### src/rtl/shift_right_sequencer.sv
// rtl/shift_right_sequencer.sv - bit-serial sequencer driving a shared right shifter
// Optional single-pass mode (full amount in one shifter pass): SHIFT_SEQ_SINGLE_PASS_EN
module shift_right_sequencer #(
  parameter int N = 5
) (
  input  logic         clk,
  input  logic         rst,
  input  logic         start,
  input  logic [N-1:0] a,
  input  logic [N-1:0] aDesplace,
  input  logic         sign,
  output logic         busy,
  output logic         done,
  output logic [N-1:0] result,
  output logic [N-1:0] sh_a,
  output logic [N-1:0] sh_aDesplace,
  output logic         sh_sign,
  input  logic [N-1:0] sh_result
);

  typedef enum logic [1:0] {IDLE, SHIFT, DONE} state_t;

  localparam logic [N-1:0] AMT_MAX = N[N-1:0];

  state_t       state, state_nxt;
  logic [N-1:0] acc, acc_nxt;
  logic [N-1:0] cnt, cnt_nxt;
  logic         sign_q, sign_nxt;
  logic [N-1:0] amt_clamped;

  // Amounts past the width all saturate to a full shift-out.
  assign amt_clamped = (aDesplace >= AMT_MAX) ? AMT_MAX : aDesplace;

  always_comb begin
    state_nxt = state;
    acc_nxt   = acc;
    cnt_nxt   = cnt;
    sign_nxt  = sign_q;
    case (state)
      IDLE: begin
        if (start) begin
          acc_nxt   = a;
          sign_nxt  = sign;
          cnt_nxt   = amt_clamped;
          state_nxt = (amt_clamped == '0) ? DONE : SHIFT;
        end
      end
      SHIFT: begin
        acc_nxt = sh_result;
`ifdef SHIFT_SEQ_SINGLE_PASS_EN
        cnt_nxt   = '0;
        state_nxt = DONE;
`else
        cnt_nxt = cnt - N'(1);
        if (cnt == N'(1)) begin
          state_nxt = DONE;
        end
`endif
      end
      DONE: begin
        state_nxt = IDLE;
      end
      default: begin
        state_nxt = IDLE;
      end
    endcase
  end

  always_ff @(posedge clk) begin
    if (rst) begin
      state  <= IDLE;
      acc    <= '0;
      cnt    <= '0;
      sign_q <= 1'b0;
      result <= '0;
    end else begin
      state  <= state_nxt;
      acc    <= acc_nxt;
      cnt    <= cnt_nxt;
      sign_q <= sign_nxt;
      // Capture the value being written to acc on the edge that enters DONE.
      if (state_nxt == DONE) begin
        result <= acc_nxt;
      end
    end
  end

  assign busy    = (state != IDLE);
  assign done    = (state == DONE);
  assign sh_a    = acc;
  assign sh_sign = sign_q;
`ifdef SHIFT_SEQ_SINGLE_PASS_EN
  assign sh_aDesplace = cnt;
`else
  assign sh_aDesplace = N'(1);
`endif

endmodule

### config.mk
export PLATFORM = sky130hd
export DESIGN_NAME = shift_right_sequencer
export DESIGN_NICKNAME = d
export VERILOG_FILES = /design/src/rtl/shift_right_sequencer.sv
export SDC_FILE = /design/constraint.sdc
export NUM_CORES = 1
export LEC_CHECK = 0
export ABC_AREA = 1
export BUFFER_PORTS_ARGS = -buffer_cell sky130_fd_sc_hd__buf_4
export CORE_MARGIN = 3
export CORE_UTILIZATION = 45
export DETAILED_ROUTE_END_ITERATION = 10
export PLACE_DENSITY = 0.8
export SLEW_MARGIN = 20
export SYNTH_ARGS = -nofsm -noshare
export SYNTH_HDL_FRONTEND = slang
export SYNTH_SLANG_ARGS = --single-unit
### constraint.sdc
create_clock -name clk -period 2.9 [get_ports clk]
set_input_delay 0.29 -clock clk [delete_from_list [all_inputs] [get_ports clk]]
set_output_delay 0.29 -clock clk [all_outputs]
set_load 0.05 [all_outputs]
After elaboration in Yosys (flattened, before gate mapping). Cells that the tools add are included.

$add $sub $neg: 1. $mul: 0. Divide/modulo/power cells: 0. $lt $le $gt $ge: 1. Equal/unequal tests: 5. Shifts and indexed selects: 0. Muxes and demuxes: 9. Bitwise operators: 0. Reductions and logical operators: 6.

Operators with widths (count): $pmux W5 S2 (2); $mux W5 (3); $mux W2 (3); $eq A5 B1 Y1 const B (1); $ge A5 B3 Y1 const B (1); $logic_not A5 Y1 (1); $sub A5 B1 Y5 const B (1); $eq A2 B2 Y1 const B (2); $pmux W2 S2 (1); $reduce_and A2 Y1 (2); $reduce_bool A2 Y1 (2); $eq A2 B1 Y1 const B (1); $logic_not A2 Y1 (1); $ne A2 B2 Y1 const B (1).

Bits in registers: 18. Latch bits: 0. Memory bits (writable): 0. ROM bits: 0. Input bits: 19. Output and inout bits: 18. Logic and storage cells: 27. Memories kept: 0.

Depth between registers and ports, before layout.
Depth in word-level cells: 7. Depth in mapped cells: 9. Depth with buffers taken out: 8.

Worst setup path after synthesis. Ideal clock, no wire load.

Path type: register -> output. Start: register state[1]. End: output port done. Arrival: 1.258 ns. Data required time: 2.610 ns. Slack: 1.352 ns. Cell stages (with the launch flop): 4. Path buffers: 1. Path through: dfxtp_1 -> inv_2 -> buf_6 -> nor2_1.

Longest elaborated chain between the ends: 1.

RTL lines: start: declaration (line 25) `state_t state, state_nxt;`; start signal: assignment (line 77) `state <= state_nxt;`; $eq A2 B2 Y1 (line 89) `assign done = (state == DONE);`; end: declaration (line 13) `output logic done,`.

Every way passes these cells.

Final worst setup path.
Start: register cnt[1]. End: register result[0].

Longest elaborated chain between the ends: 4.

RTL lines: start: declaration (line 27) `logic [N-1:0] cnt, cnt_nxt;`; start signal: assignment (line 79) `cnt <= cnt_nxt;`; $eq A5 B1 Y1 (line 55) `if (cnt == N'(1)) begin`; $mux W2 (line 55); $pmux W2 S2 (line 39) `case (state)`; $eq A2 B2 Y1 (line 82) `if (state_nxt == DONE) begin`; end signal: assignment (line 83) `result <= acc_nxt;`; end: declaration (line 14) `output logic [N-1:0] result,`.

Every way passes these cells. A chain may end at the register's enable or synchronous reset.

==> run metrics <==
outcome=finished, final reports clean; TritonCTS Buffers=3; Required @ worst endpoint=3.09 ns; Setup TNS Final=0 ns; initial antenna violation count=0; Die X-Extent=55.8 um; Hold Violations, Final=0; Gate Count Post-Synth=174; PD cells=500 nW/um2; Reg2Reg Setup Slack=1.27 ns; hold_sp=rst; CTS resizes=0; Max-Slew Margin vs Limit=65.0%; RSZ-0062 raised after global routing=no; crit path max fanout=11; clk_lat worst skew=0.29 ns; share of layout cells above drive strength 1=23.9%; Setup Skew=0.00679 ns; Post-Synth XOR/XNOR Area=0.784%; clock-pin slew on the worst setup and hold paths=0.11 ns; initial core utilization=49.1%; most common cell after layout, fill and taps aside=nand2_1; cell row count=17; Avg Inst Size Synth=6.42 um2; filler cell count=235; root buffer cell=clkbuf_4; sequential area share after synthesis=32.3%; CP Capture Type=flip-flop; n_diodes=0; first-pass GRT wire length=4280 um; final worst-path cycle share=56.2%; clk buf depth=2; Antenna Violating Nets Remaining=0; vias in the first global route=1,046; largest net degree at the start of global routing=13; footprint of the multi-input gates=566 um2; grt total ovfl=0; GP Congestion=0.809; Synth Area in Simple Gates=34.0%; Routed WL per cell=10.8 um; # IOs=37; drt total wl=2460 um; Max VDD drop=0.289 mV; hpwl dp=1960 um; Post CTS Setup Buffer Count=0; fraction of the mapped netlist area in adder cells=2.24%; Hold EP=sh_a[3]; clk sinks=18; mux contribution to synthesized area=0%; Setup CP Type=flip-flop to flip-flop; # H-tree levels=1; max-cap viol count=0; Cell Area, Synth=1120 um2; Yosys reg bits=18; PortBufs=31; FF-to-FF End=result[0]; fmax=0.613 GHz; DRT Pass-1 Iters=4; Layout Nets=223; commonest non-fill, non-tap cells in the layout=39 x nand2_1, 31 x buf_4, 27 x inv_1; DRC=0; worst reg2reg path depth=7; Max Slew Vio Count=0; final hold slack=0.252 ns; Distinct cells, synth=23; Synth Area in Compound Gates=11.9%; WP data arrival=1.82 ns; Hold Buf Count CTS=0; min Tclk post-route=1.63 ns; Setup-failing EPs final=0; die area=3120 um2; Placeable Area=2280 um2; vias post-DR=1,088; Die Span Y=55.8 um; HP Class=primary input to flip-flop; Layout area overhead=20.2%; Iteration-0 DRC Markers=20; hold path cells=2; Slew @ Worst Pin=0.523 ns; startpoint class of the critical path=flip-flop; main combinational cell family by area after synthesis=simple AND/OR/NAND/NOR gates; Reg-to-Reg Start=cnt[1]; leakage=0.739 nW; CTS tree=built; register area=360 um2; Global Route Usage Sum=16.9%; Yosys Warn Count=0; vias per cell=4.75
-- metrics by stage --
stage	total power [mW]	instances	setup slack, ns	utilization (%)	instance area (um2)
finish	0.671	229	1.27	59.0	1340
global route	0.719	229	1.08	59.0	1340
CTS	0.678	229	1.25	59.0	1340
detailed placement	0.524	225	1.27	57.4	1310
global placement	0.517	225	1.40	57.4	1310
floorplan	0.467	177	1.35	-	1130
-- worst max-delay path: stages (launching register included) --
cell and delay [ns]:
dfxtp_1 0.34, inv_1 0.08, ha_1 0.14, inv_1 0.04, nor2_1 0.11, nand4_1 0.43
a21oi_1 0.32, nor2_1 0.07
-- cell families (layout without fill, tap and decap cells) --
logic type               after synthesis  in the layout
AND/OR/NAND/NOR                       84             84
buffers and inverters                 41             65
AO/OA/AOI/OAI                         26             26
flip-flops                            18             18
adder cells (fa/ha/maj)                2              2
other                                  2              5
XOR/XNOR                               1              1
-- power by group --
group	internal [mW]	switching [mW]	total (mW)
logic	0.0771	0.149	0.226
clock network	0.0764	0.0773	0.154
registers	0.270	0.0219	0.291
-- synth_stat cells --
cell / instances / area, um2
o21ai_0: 6 / 30.0
nand2_2: 2 / 12.5
buf_4: 6 / 45.0
buf_2: 1 / 5.00
o211ai_1: 1 / 7.51
or2_2: 1 / 6.26
dfxtp_1: 18 / 360
clkbuf_1: 1 / 3.75
conb_1: 2 / 7.51
a21oi_1: 19 / 95.1
ha_1: 2 / 25.0
xor2_1: 1 / 8.76
nor2_1: 24 / 90.1
nand4_1: 1 / 6.26
nand2_4: 2 / 22.5
buf_6: 2 / 22.5
inv_1: 27 / 101
nor2_2: 1 / 6.26
inv_2: 3 / 11.3
nand2_1: 39 / 146
clkbuf_8: 1 / 13.8
nand3_2: 4 / 40.0
nand3_1: 10 / 50.1
-- worst max-delay path by stage --
| stage | from | endpoint | cells past startpoint |
|---|---|---|---|
| after global placement | state[0] | result[3] | 3 |
| final | cnt[1] | result[0] | 7 |
| after CTS | state[0] | busy | 3 |
| after global routing | cnt[1] | result[0] | 8 |
| after floorplan | state[1] | done | 3 |
| after detailed placement | cnt[1] | result[0] | 7 |
-- layer usage --
metal / vias to the layer above / global-route usage, % / routed length (um)
met3: 2 / 6.03 / 169
met1: 473 / 18.4 / 1070
met2: 37 / 30.7 / 1210
met5: - / 0 / 0
met4: 0 / 4.41 / 13
li1: 576 / - / -
-- state kept, by name (all words and copies together) (netlist names) --
name,cells
result,5
state,2
sh_sign,1
sh_a,5
cnt,5
-- area by class of cell --
class	count	share of cell area, %
clock buffers	4	2.70
inverters	30	8.39
multi-input cells	118	42.1
flip-flops and latches	18	26.8
well taps	28	2.61
repair buffers	31	17.3
(Power assumes the default switching activity.)
